<file path="config.mk">
export PLATFORM = sky130hd
export DESIGN_NAME = nios_sysid_ext_flat
export DESIGN_NICKNAME = d
export VERILOG_FILES = /design/src/rtl/nios_sysid_pkg.sv /design/src/rtl/nios_sysid_ext_if.sv /design/src/rtl/nios_sysid_uptime.sv /design/src/rtl/nios_sysid_ext.sv /design/src/flat_wrapper.sv
export SDC_FILE = /design/constraint.sdc
export NUM_CORES = 1
export LEC_CHECK = 0
export ABC_CLOCK_PERIOD_IN_PS = 2450
export CORE_UTILIZATION = 31
export DETAILED_ROUTE_END_ITERATION = 10
export PLACE_DENSITY = 0.47
export SLEW_MARGIN = 20
export SYNTH_ARGS = -nofsm -noshare
export SYNTH_HDL_FRONTEND = slang
export SYNTH_SLANG_ARGS = --single-unit
</file>
<file path="constraint.sdc">
create_clock -name clock -period 2.45 [get_ports clock]
set_input_delay 0.49 -clock clock [delete_from_list [all_inputs] [get_ports clock]]
set_output_delay 0.49 -clock clock [all_outputs]
set_load 0.03 [all_outputs]
</file>
<file path="src/rtl/nios_sysid_pkg.sv">
// nios_sysid_pkg: shared address map, CONTROL bit positions and bus types
// for the extended system ID peripheral.
package nios_sysid_pkg;

    typedef logic [3:0] addr_t;

    localparam addr_t ADDR_ID         = 4'd0;
    localparam addr_t ADDR_TIMESTAMP  = 4'd1;
    localparam addr_t ADDR_SCRATCH    = 4'd2;
    localparam addr_t ADDR_UPTIME_LO  = 4'd3;
    localparam addr_t ADDR_UPTIME_HI  = 4'd4;
    localparam addr_t ADDR_SECONDS    = 4'd5;
    localparam addr_t ADDR_CONTROL    = 4'd6;
    localparam addr_t ADDR_INFO_COUNT = 4'd7;
    localparam addr_t ADDR_INFO_BASE  = 4'd8;

    localparam int CTRL_CLEAR  = 0;
    localparam int CTRL_FREEZE = 1;
    localparam int CTRL_LOCK   = 7;

endpackage

</file>
<file path="src/rtl/nios_sysid_ext_if.sv">
// nios_sysid_ext_if: Avalon-MM slave signal bundle (fixed read latency of
// one cycle, no waitrequest).
interface nios_sysid_ext_if;
    import nios_sysid_pkg::*;

    addr_t       address;
    logic        read;
    logic        write;
    logic [31:0] writedata;
    logic [31:0] readdata;
    logic        readdatavalid;

    modport master (
        output address, read, write, writedata,
        input  readdata, readdatavalid
    );

    modport slave (
        input  address, read, write, writedata,
        output readdata, readdatavalid
    );

endinterface

</file>
<file path="src/rtl/nios_sysid_uptime.sv">
// nios_sysid_uptime: free-running uptime counter plus prescaled seconds
// counter. clear wins over any increment; freeze holds all three registers.
module nios_sysid_uptime #(
    parameter int UPTIME_WIDTH = 48,
    parameter int CLK_FREQ_HZ  = 50000000
) (
    input  logic                    clock,
    input  logic                    reset_n,
    input  logic                    clear,
    input  logic                    freeze,
    output logic [UPTIME_WIDTH-1:0] uptime,
    output logic [31:0]             seconds
);

    localparam int               PRE_W    = $clog2(CLK_FREQ_HZ);
    localparam logic [PRE_W-1:0] PRE_LAST = PRE_W'(CLK_FREQ_HZ - 1);

    logic [UPTIME_WIDTH-1:0] uptime_q, uptime_d;
    logic [PRE_W-1:0]        prescale_q, prescale_d;
    logic [31:0]             seconds_q, seconds_d;

    // next-state: clear, hold on freeze, otherwise count
    always_comb begin
        uptime_d   = uptime_q;
        prescale_d = prescale_q;
        seconds_d  = seconds_q;
        if (clear) begin
            uptime_d   = '0;
            prescale_d = '0;
            seconds_d  = '0;
        end else if (!freeze) begin
            uptime_d = uptime_q + UPTIME_WIDTH'(1);
            if (prescale_q == PRE_LAST) begin
                prescale_d = '0;
                seconds_d  = seconds_q + 32'd1;
            end else begin
                prescale_d = prescale_q + PRE_W'(1);
            end
        end
    end

    // counter registers
    always_ff @(posedge clock or negedge reset_n) begin
        if (!reset_n) begin
            uptime_q   <= '0;
            prescale_q <= '0;
            seconds_q  <= '0;
        end else begin
            uptime_q   <= uptime_d;
            prescale_q <= prescale_d;
            seconds_q  <= seconds_d;
        end
    end

    assign uptime  = uptime_q;
    assign seconds = seconds_q;

endmodule

</file>
<file path="src/rtl/nios_sysid_ext.sv">
// nios_sysid_ext: parametrised system ID peripheral with build info table,
// scratch register, uptime/seconds counters and atomic 64-bit uptime readout.
// Optional build macro SYSID_WRITE_LOCK_EN adds a set-only CONTROL.LOCK bit
// that blocks SCRATCH/CONTROL writes until the next reset.
module nios_sysid_ext
    import nios_sysid_pkg::*;
#(
    parameter logic [31:0]  ID_VALUE     = 32'd37,
    parameter logic [31:0]  TIMESTAMP    = 32'd1603647235,
    parameter int           NUM_INFO     = 4,
    parameter logic [255:0] INFO_INIT    = {8{32'h0}},
    parameter int           UPTIME_WIDTH = 48,
    parameter int           CLK_FREQ_HZ  = 50000000
) (
    input  logic              clock,
    input  logic              reset_n,
    nios_sysid_ext_if.slave   bus
);

    logic [31:0]             scratch_q, scratch_d;
    logic [31:0]             hi_snap_q, hi_snap_d;
    logic                    freeze_q, freeze_d;
    logic [31:0]             readdata_q, readdata_d;
    logic                    readdatavalid_q, readdatavalid_d;
    logic                    locked;
    logic                    wr_en, wr_scratch, wr_ctrl, clear;
    logic [2:0]              info_idx;
    logic [31:0]             rd_mux;
    logic [UPTIME_WIDTH-1:0] uptime;
    logic [31:0]             seconds;

`ifdef SYSID_WRITE_LOCK_EN
    logic lock_q, lock_d;

    // LOCK is sticky: only reset clears it, CLEAR does not
    always_comb begin
        lock_d = lock_q | (wr_ctrl & bus.writedata[CTRL_LOCK]);
    end

    // lock register
    always_ff @(posedge clock or negedge reset_n) begin
        if (!reset_n) lock_q <= 1'b0;
        else          lock_q <= lock_d;
    end

    assign locked = lock_q;
`else
    assign locked = 1'b0;
`endif

    // write decode; a locked peripheral ignores SCRATCH and CONTROL writes
    always_comb begin
        wr_en      = bus.write & ~locked;
        wr_scratch = wr_en && (bus.address == ADDR_SCRATCH);
        wr_ctrl    = wr_en && (bus.address == ADDR_CONTROL);
        clear      = wr_ctrl & bus.writedata[CTRL_CLEAR];
    end

    nios_sysid_uptime #(
        .UPTIME_WIDTH (UPTIME_WIDTH),
        .CLK_FREQ_HZ  (CLK_FREQ_HZ)
    ) u_uptime (
        .clock   (clock),
        .reset_n (reset_n),
        .clear   (clear),
        .freeze  (freeze_q),
        .uptime  (uptime),
        .seconds (seconds)
    );

    // read mux from current (pre-write) register values
    always_comb begin
        info_idx = bus.address[2:0];
        rd_mux   = '0;
        case (bus.address)
            ADDR_ID:         rd_mux = ID_VALUE;
            ADDR_TIMESTAMP:  rd_mux = TIMESTAMP;
            ADDR_SCRATCH:    rd_mux = scratch_q;
            ADDR_UPTIME_LO:  rd_mux = uptime[31:0];
            ADDR_UPTIME_HI:  rd_mux = hi_snap_q;
            ADDR_SECONDS:    rd_mux = seconds;
            ADDR_CONTROL: begin
                rd_mux[CTRL_FREEZE] = freeze_q;
                rd_mux[CTRL_LOCK]   = locked;
            end
            ADDR_INFO_COUNT: rd_mux = 32'(NUM_INFO);
            default: begin
                if (bus.address[3] && (int'(info_idx) < NUM_INFO))
                    rd_mux = INFO_INIT[{info_idx, 5'b0} +: 32];
            end
        endcase
    end

    // register next-state; the LO read snapshots the upper uptime bits
    always_comb begin
        scratch_d       = wr_scratch ? bus.writedata : scratch_q;
        freeze_d        = wr_ctrl ? bus.writedata[CTRL_FREEZE] : freeze_q;
        hi_snap_d       = hi_snap_q;
        readdata_d      = readdata_q;
        readdatavalid_d = bus.read;
        if (bus.read) begin
            readdata_d = rd_mux;
            if (bus.address == ADDR_UPTIME_LO)
                hi_snap_d = 32'(uptime[UPTIME_WIDTH-1:32]);
        end
    end

    // register file and read response
    always_ff @(posedge clock or negedge reset_n) begin
        if (!reset_n) begin
            scratch_q       <= '0;
            hi_snap_q       <= '0;
            freeze_q        <= 1'b0;
            readdata_q      <= '0;
            readdatavalid_q <= 1'b0;
        end else begin
            scratch_q       <= scratch_d;
            hi_snap_q       <= hi_snap_d;
            freeze_q        <= freeze_d;
            readdata_q      <= readdata_d;
            readdatavalid_q <= readdatavalid_d;
        end
    end

    assign bus.readdata      = readdata_q;
    assign bus.readdatavalid = readdatavalid_q;

endmodule

</file>
<file path="src/flat_wrapper.sv">
// flat-port wrapper written by rule: the top's interface ports become plain ports
module nios_sysid_ext_flat import nios_sysid_pkg::*;
#(
    parameter logic [31:0]  ID_VALUE     = 32'd37,
    parameter logic [31:0]  TIMESTAMP    = 32'd1603647235,
    parameter int           NUM_INFO     = 4,
    parameter logic [255:0] INFO_INIT    = {8{32'h0}},
    parameter int           UPTIME_WIDTH = 48,
    parameter int           CLK_FREQ_HZ  = 50000000
)
  (clock, reset_n, bus_address, bus_read, bus_write, bus_writedata, bus_readdata, bus_readdatavalid);
  nios_sysid_ext_if bus_i ();
  input  logic clock;
  input  logic reset_n;
  input wire logic [$bits(bus_i.address)-1:0] bus_address;
  input wire logic [$bits(bus_i.read)-1:0] bus_read;
  input wire logic [$bits(bus_i.write)-1:0] bus_write;
  input wire logic [$bits(bus_i.writedata)-1:0] bus_writedata;
  output wire logic [$bits(bus_i.readdata)-1:0] bus_readdata;
  output wire logic [$bits(bus_i.readdatavalid)-1:0] bus_readdatavalid;
  assign bus_i.address = bus_address;
  assign bus_i.read = bus_read;
  assign bus_i.write = bus_write;
  assign bus_i.writedata = bus_writedata;
  assign bus_readdata = bus_i.readdata;
  assign bus_readdatavalid = bus_i.readdatavalid;
  nios_sysid_ext #(.ID_VALUE(ID_VALUE), .TIMESTAMP(TIMESTAMP), .NUM_INFO(NUM_INFO), .INFO_INIT(INFO_INIT), .UPTIME_WIDTH(UPTIME_WIDTH), .CLK_FREQ_HZ(CLK_FREQ_HZ)) u_core (.clock(clock), .reset_n(reset_n), .bus(bus_i));
endmodule
</file>
==> reports/metrics.cfg <==
[routing]
drc = 0
routed_wl_um = 27100
ant_nets = 0
drt-pass1-iter-count = 7
drt-wirelength-per-cell_um = 18.6
drtIter0Drc = 640
routed_via_density = 5.33
vias = 7763

[clock_network]
hold_buffers = 0
cts_tree = done
cts_sinks = 188
clk_path_buf_depth = 2
path_clk_slew_ns = 0.08
clockRootBuffer = clkbuf_16
clk_latency_ns = 0.44
cts_buffers = 17
cts-htree-levels = 4

[critical_path]
crit_type = register to register
cp_max_fo = 12
end_kind = register
startpoint_type = register
arrival_ns = 2.75
worstPathRequired_ns = 2.81

[sta]
min_period_ns = 2.39
tns_ns = 0
fin_hold_ws_ns = 0.0124
relSlewSlack_pct = 59.8
rsz0062_at_grt = true
finalCritPeriodShare_pct = 97.7
skew_ns = 0.0185
finalHoldViolCount = 0
tightestPinTransition_ns = 0.597
maxSlewViolCount = 0
setup_ws_ns = 0.0564
max_freq_mhz = 418
setup_viol = 0

[cells_and_area]
area_delta_synth_final_pct = 26.7
fin_nets = 1102
drive_gt1_share_pct = 17.8
fillerInstances = 2884
fin_util_pct = 40.3

[power_and_ir_drop]
total_power_mw = 8.33
ir_drop_mv = 0.364
power.density_nw_per_um2 = 714
p_leak_nw = 4.67

[logic_synthesis]
synth_edf_count = 0
yosysTopAreaCellShare_pct = 51.1
synth_area_per_cell_um2 = 9.88
netlist_area_um2 = 9200
synth-seq-area-share_pct = 51.1
synth.net_count = 975
async_reset_ff_share_pct = 100
synth_top_flop_cell = dfrtp_1
synth_area_leader_cell = dfrtp_1
synth_cell_types = 48
yosysWarnings = 0
synthTopCellsByArea = dfrtp_1, mux2_2, a21oi_1
ys_ff_latch = 188
synthCells = 931

[floorplan]
die_y_um = 174
io_pins = 73
core-area_um2 = 28900
dieArea_um2 = 30400
start_util_pct = 31.8
rows = 62
die_w_um = 174

[min_path]
hold_path.class = input pin to async pin

[placement]
place_congestion = 0.808
pre_cts_slack_ns = -0.102
port_buffers = 72
post-dp-hpwl_um = 19600

[global_route]
grt_max_degree = 63
grt.overflow.total = 0
grt_pass1_wl_um = 43900
grt_pass1_vias = 7526
antenna_found_initial = 0
grt_use_total_pct = 18.6

[run_status]
outcome = finished clean

[flow_run]
maxCapViolations = 0

[logic make-up after synthesis]
| logic type | after synthesis | synth area share (%) |
|---|---|---|
| multiplexers | 52 | 6.32 |
| buffers and inverters | 70 | 2.99 |
| AND/OR/NAND/NOR | 369 | 21.2 |
| flip-flops | 188 | 51.1 |
| AO/OA/AOI/OAI | 199 | 13.1 |
| adder cells (fa/ha/maj) | 4 | 0.544 |
| XOR/XNOR | 49 | 4.66 |
[worst max-delay path, stage by stage (launching register included)]
cell	delay (ns)
dfrtp_1	0.38
or4_4	0.55
or4_4	0.50
nand2b_4	0.21
buf_4	0.20
or3_1	0.34
a21oi_1	0.14
[synthesized netlist by cell type (20+ instances only)]
library cell,instances
clkbuf_1,40
inv_1,20
nor2_1,97
xor2_1,28
nand2_1,49
or3_1,35
nand4_1,51
a21oi_1,75
nand3_1,50
mux2_2,49
o21ai_0,42
a31oi_1,25
dfrtp_1,188
a22oi_1,22
xnor2_1,21
[sequential cells by signal, summed over array words and instances (netlist names)]
signal and flops:
u_core.u_uptime.seconds 32, u_core.bus.readdatavalid 1, u_core.scratch_q 32, u_core.hi_snap_q 16, u_core.bus.readdata 32, u_core.u_uptime.prescale_q 26
u_core.freeze_q 1, u_core.u_uptime.uptime 48
[power breakdown]
group          switching, mW  internal (mW)
combinational          0.795          0.695
clock                   1.42           1.41
sequential             0.482           3.52
[repair_timing]
item | in CTS | in global routing
setup endpoints to repair | 1 | 6
gates resized for setup | 1 | 4
setup buffers | 0 | 3
[layer usage]
metal | part of all wire (%) | up-vias | track usage, %
met2 | 44 | 176 | 27.9
met4 | 1.5 | 0 | 4.79
li1 | - | 3707 | -
met3 | 4.1 | 22 | 3.32
met5 | 0 | - | 0
met1 | 50 | 3858 | 27.5
[stage by stage]
step,instance area [µm²],cells
after floorplan,9200,931
after global placement,11000,1420
after detailed placement,11000,1420
after CTS,11600,1452
after global routing,11700,1455
final,11700,1456
[path summary, 6_finish.rpt]
| path | start | endpoint | slack (ns) | cells past startpoint |
|---|---|---|---|---|
| max | u_core.u_uptime.prescale_q[8] | u_core.u_uptime.seconds[3] | 0.06 | 6 |
| min | reset_n | u_core.u_uptime.seconds[8] | 0.01 | 1 |
| max reg2reg | u_core.u_uptime.prescale_q[8] | u_core.u_uptime.seconds[3] | 0.06 | 6 |
| min reg2reg | u_core.scratch_q[11] | u_core.scratch_q[11] | 0.52 | 1 |
| max in group asynchronous | reset_n | u_core.u_uptime.prescale_q[20] | 1.78 | 2 |
| min in group clock | bus_read | u_core.bus.readdatavalid | 0.44 | 2 |
[final cells by class]
| class | instances | area, µm² | share of cell area [%] |
|---|---|---|---|
| Multi-Input combinational cell | 673 | 4280 | 36.7 |
| Sequential cell | 188 | 4700 | 40.3 |
| Antenna cell | 1 | 2.50 | 0.0215 |
| Clock buffer | 18 | 439 | 3.77 |
| Clock inverter | 14 | 176 | 1.51 |
| Timing Repair Buffer | 158 | 1500 | 12.9 |
| Inverter | 20 | 75.1 | 0.644 |
| Tap cell | 384 | 480 | 4.12 |
[cell usage in the layout (no fill, tap or decap), types with 5 or more instances in the layout]
cell | synthesis | layout
dfrtp_1 | 188 | 188
nor2_1 | 97 | 97
a21oi_1 | 75 | 75
buf_4 | 0 | 75
clkdlybuf4s50_1 | 0 | 70
nand4_1 | 51 | 51
nand3_1 | 50 | 50
nand2_1 | 49 | 49
mux2_2 | 49 | 49
o21ai_0 | 42 | 42
or3_1 | 35 | 35
xor2_1 | 28 | 28
a31oi_1 | 25 | 25
a22oi_1 | 22 | 22
xnor2_1 | 21 | 21
inv_1 | 20 | 20
clkbuf_16 | 0 | 17
nor4_1 | 17 | 15
a222oi_1 | 14 | 14
nor3_1 | 13 | 11
buf_12 | 0 | 11
or4_1 | 11 | 9
o31ai_1 | 7 | 7
and3_1 | 7 | 6
and4_1 | 6 | 6
nand3b_1 | 6 | 6
clkinv_8 | 0 | 6
and2_1 | 5 | 5
No activity file was read; power rests on OpenSTA's default activity.
==> variant: new RTL, config.mk and constraints unchanged <==
`UPTIME_WIDTH` is set to 48 in 3 places; all go to 44.
--- a/src/rtl/nios_sysid_uptime.sv
+++ b/src/rtl/nios_sysid_uptime.sv
@@ -1,7 +1,7 @@
 // nios_sysid_uptime: free-running uptime counter plus prescaled seconds
 // counter. clear wins over any increment; freeze holds all three registers.
 module nios_sysid_uptime #(
-    parameter int UPTIME_WIDTH = 48,
+    parameter int UPTIME_WIDTH = 44,
     parameter int CLK_FREQ_HZ  = 50000000
 ) (
     input  logic                    clock,
--- a/src/rtl/nios_sysid_ext.sv
+++ b/src/rtl/nios_sysid_ext.sv
@@ -9,7 +9,7 @@
     parameter logic [31:0]  TIMESTAMP    = 32'd1603647235,
     parameter int           NUM_INFO     = 4,
     parameter logic [255:0] INFO_INIT    = {8{32'h0}},
-    parameter int           UPTIME_WIDTH = 48,
+    parameter int           UPTIME_WIDTH = 44,
     parameter int           CLK_FREQ_HZ  = 50000000
 ) (
     input  logic              clock,
--- a/src/flat_wrapper.sv
+++ b/src/flat_wrapper.sv
@@ -5,7 +5,7 @@
     parameter logic [31:0]  TIMESTAMP    = 32'd1603647235,
     parameter int           NUM_INFO     = 4,
     parameter logic [255:0] INFO_INIT    = {8{32'h0}},
-    parameter int           UPTIME_WIDTH = 48,
+    parameter int           UPTIME_WIDTH = 44,
     parameter int           CLK_FREQ_HZ  = 50000000
 )
   (clock, reset_n, bus_address, bus_read, bus_write, bus_writedata, bus_readdata, bus_readdatavalid);
Check against the original RTL: no difference found for any inputs over 4 cycles, from zero or initial values and one cycle with reset_n low; that may be too few to reach the edited logic, so the function may still have changed.
==> variant against the unedited design <==
- total power increased by 1.1%
- area after synthesis decreased by 3.0%
- routed wire length decreased by 0.23%
- setup slack improved by 0.094 ns
- design area decreased by 2.5%
- die area decreased by 3.0%
- sequential cell count decreased by 8
- first-iteration DRC count decreased by 10%
- largest power group unchanged
- highest routed layer unchanged
==> variant: results <==
group,metric,value,unit
power,p_leak,4.59,nW
yosys,synth-compound-area-share,0.139,
yosys,yosysSeqAreaShare,0.505,
yosys,yosysUniqueCellTypes,57,
timing,fin_skew,0.0164,ns
clock_network,post_cts_resize_count,0,
grt,grt_pass1_wl,42700,um
setup_path,crit_path_end,"u_core.u_uptime.seconds[22]",
setup_path,r2r-start,"u_core.u_uptime.prescale_q[10]",
setup_path,worst_ep_arrival_time,2.66,ns
finish,nets,1069,
power,ir_worst_vdd,0.499,mV
finish,drive_gt1_frac,0.182,
place,place_area,10800,sq um
yosys,syn_nets,942,
drt,drt-met1-wl,13100,um
timing,post-route-period-util,0.939,
drt,via_per_inst,5.30,
yosys,synthAdderAreaFrac,0.00561,
finish,nFillCells,2851,
yosys,synth_common_cells,"dfrtp_1 (180), nor2_1 (86), nand2_1 (72)",
power,powerDensity,741,nW/um^2
yosys,syn_inst,898,
place,gp_congestion,0.810,
drt,firstDrtPassIters,6,
outcome,status,"finished, final reports clean",
timing,maxSlewHeadroom,0.618,
==> variant: cell types whose count changed after synthesis, sizes merged, moves of 8 or more <==
cell   change
o31ai      +9
or3       -11
o21ai     -13
a41oi     +17
dfrtp      -8
nor2      -11
a21oi     -18
nand3     -13
nand2     +23
a31oi     -15
==> variant: routing by layer <==
metal | global-route usage | vias up
met4 | 0.0485 | 0
met1 | 0.274 | 3754
li1 | - | 3614
met2 | 0.307 | 109
met5 | 0 | -
met3 | 0.0274 | 23
==> variant: power by group <==
| group | internal (mW) | switching [mW] | leakage, nW |
|---|---|---|---|
| Combinational | 0.740 | 0.826 | 2.01 |
| Sequential | 3.47 | 0.552 | 2.28 |
| Clock | 1.49 | 1.35 | 0.298 |
==> variant: area by class of cell <==
cell class	count	share of cell area
Tap cell	378	0.0416
Timing Repair Buffer	163	0.137
Multi-Input combinational cell	646	0.367
Clock buffer	18	0.0386
Inverter	17	0.00561
Clock inverter	14	0.0141
Sequential cell	180	0.396
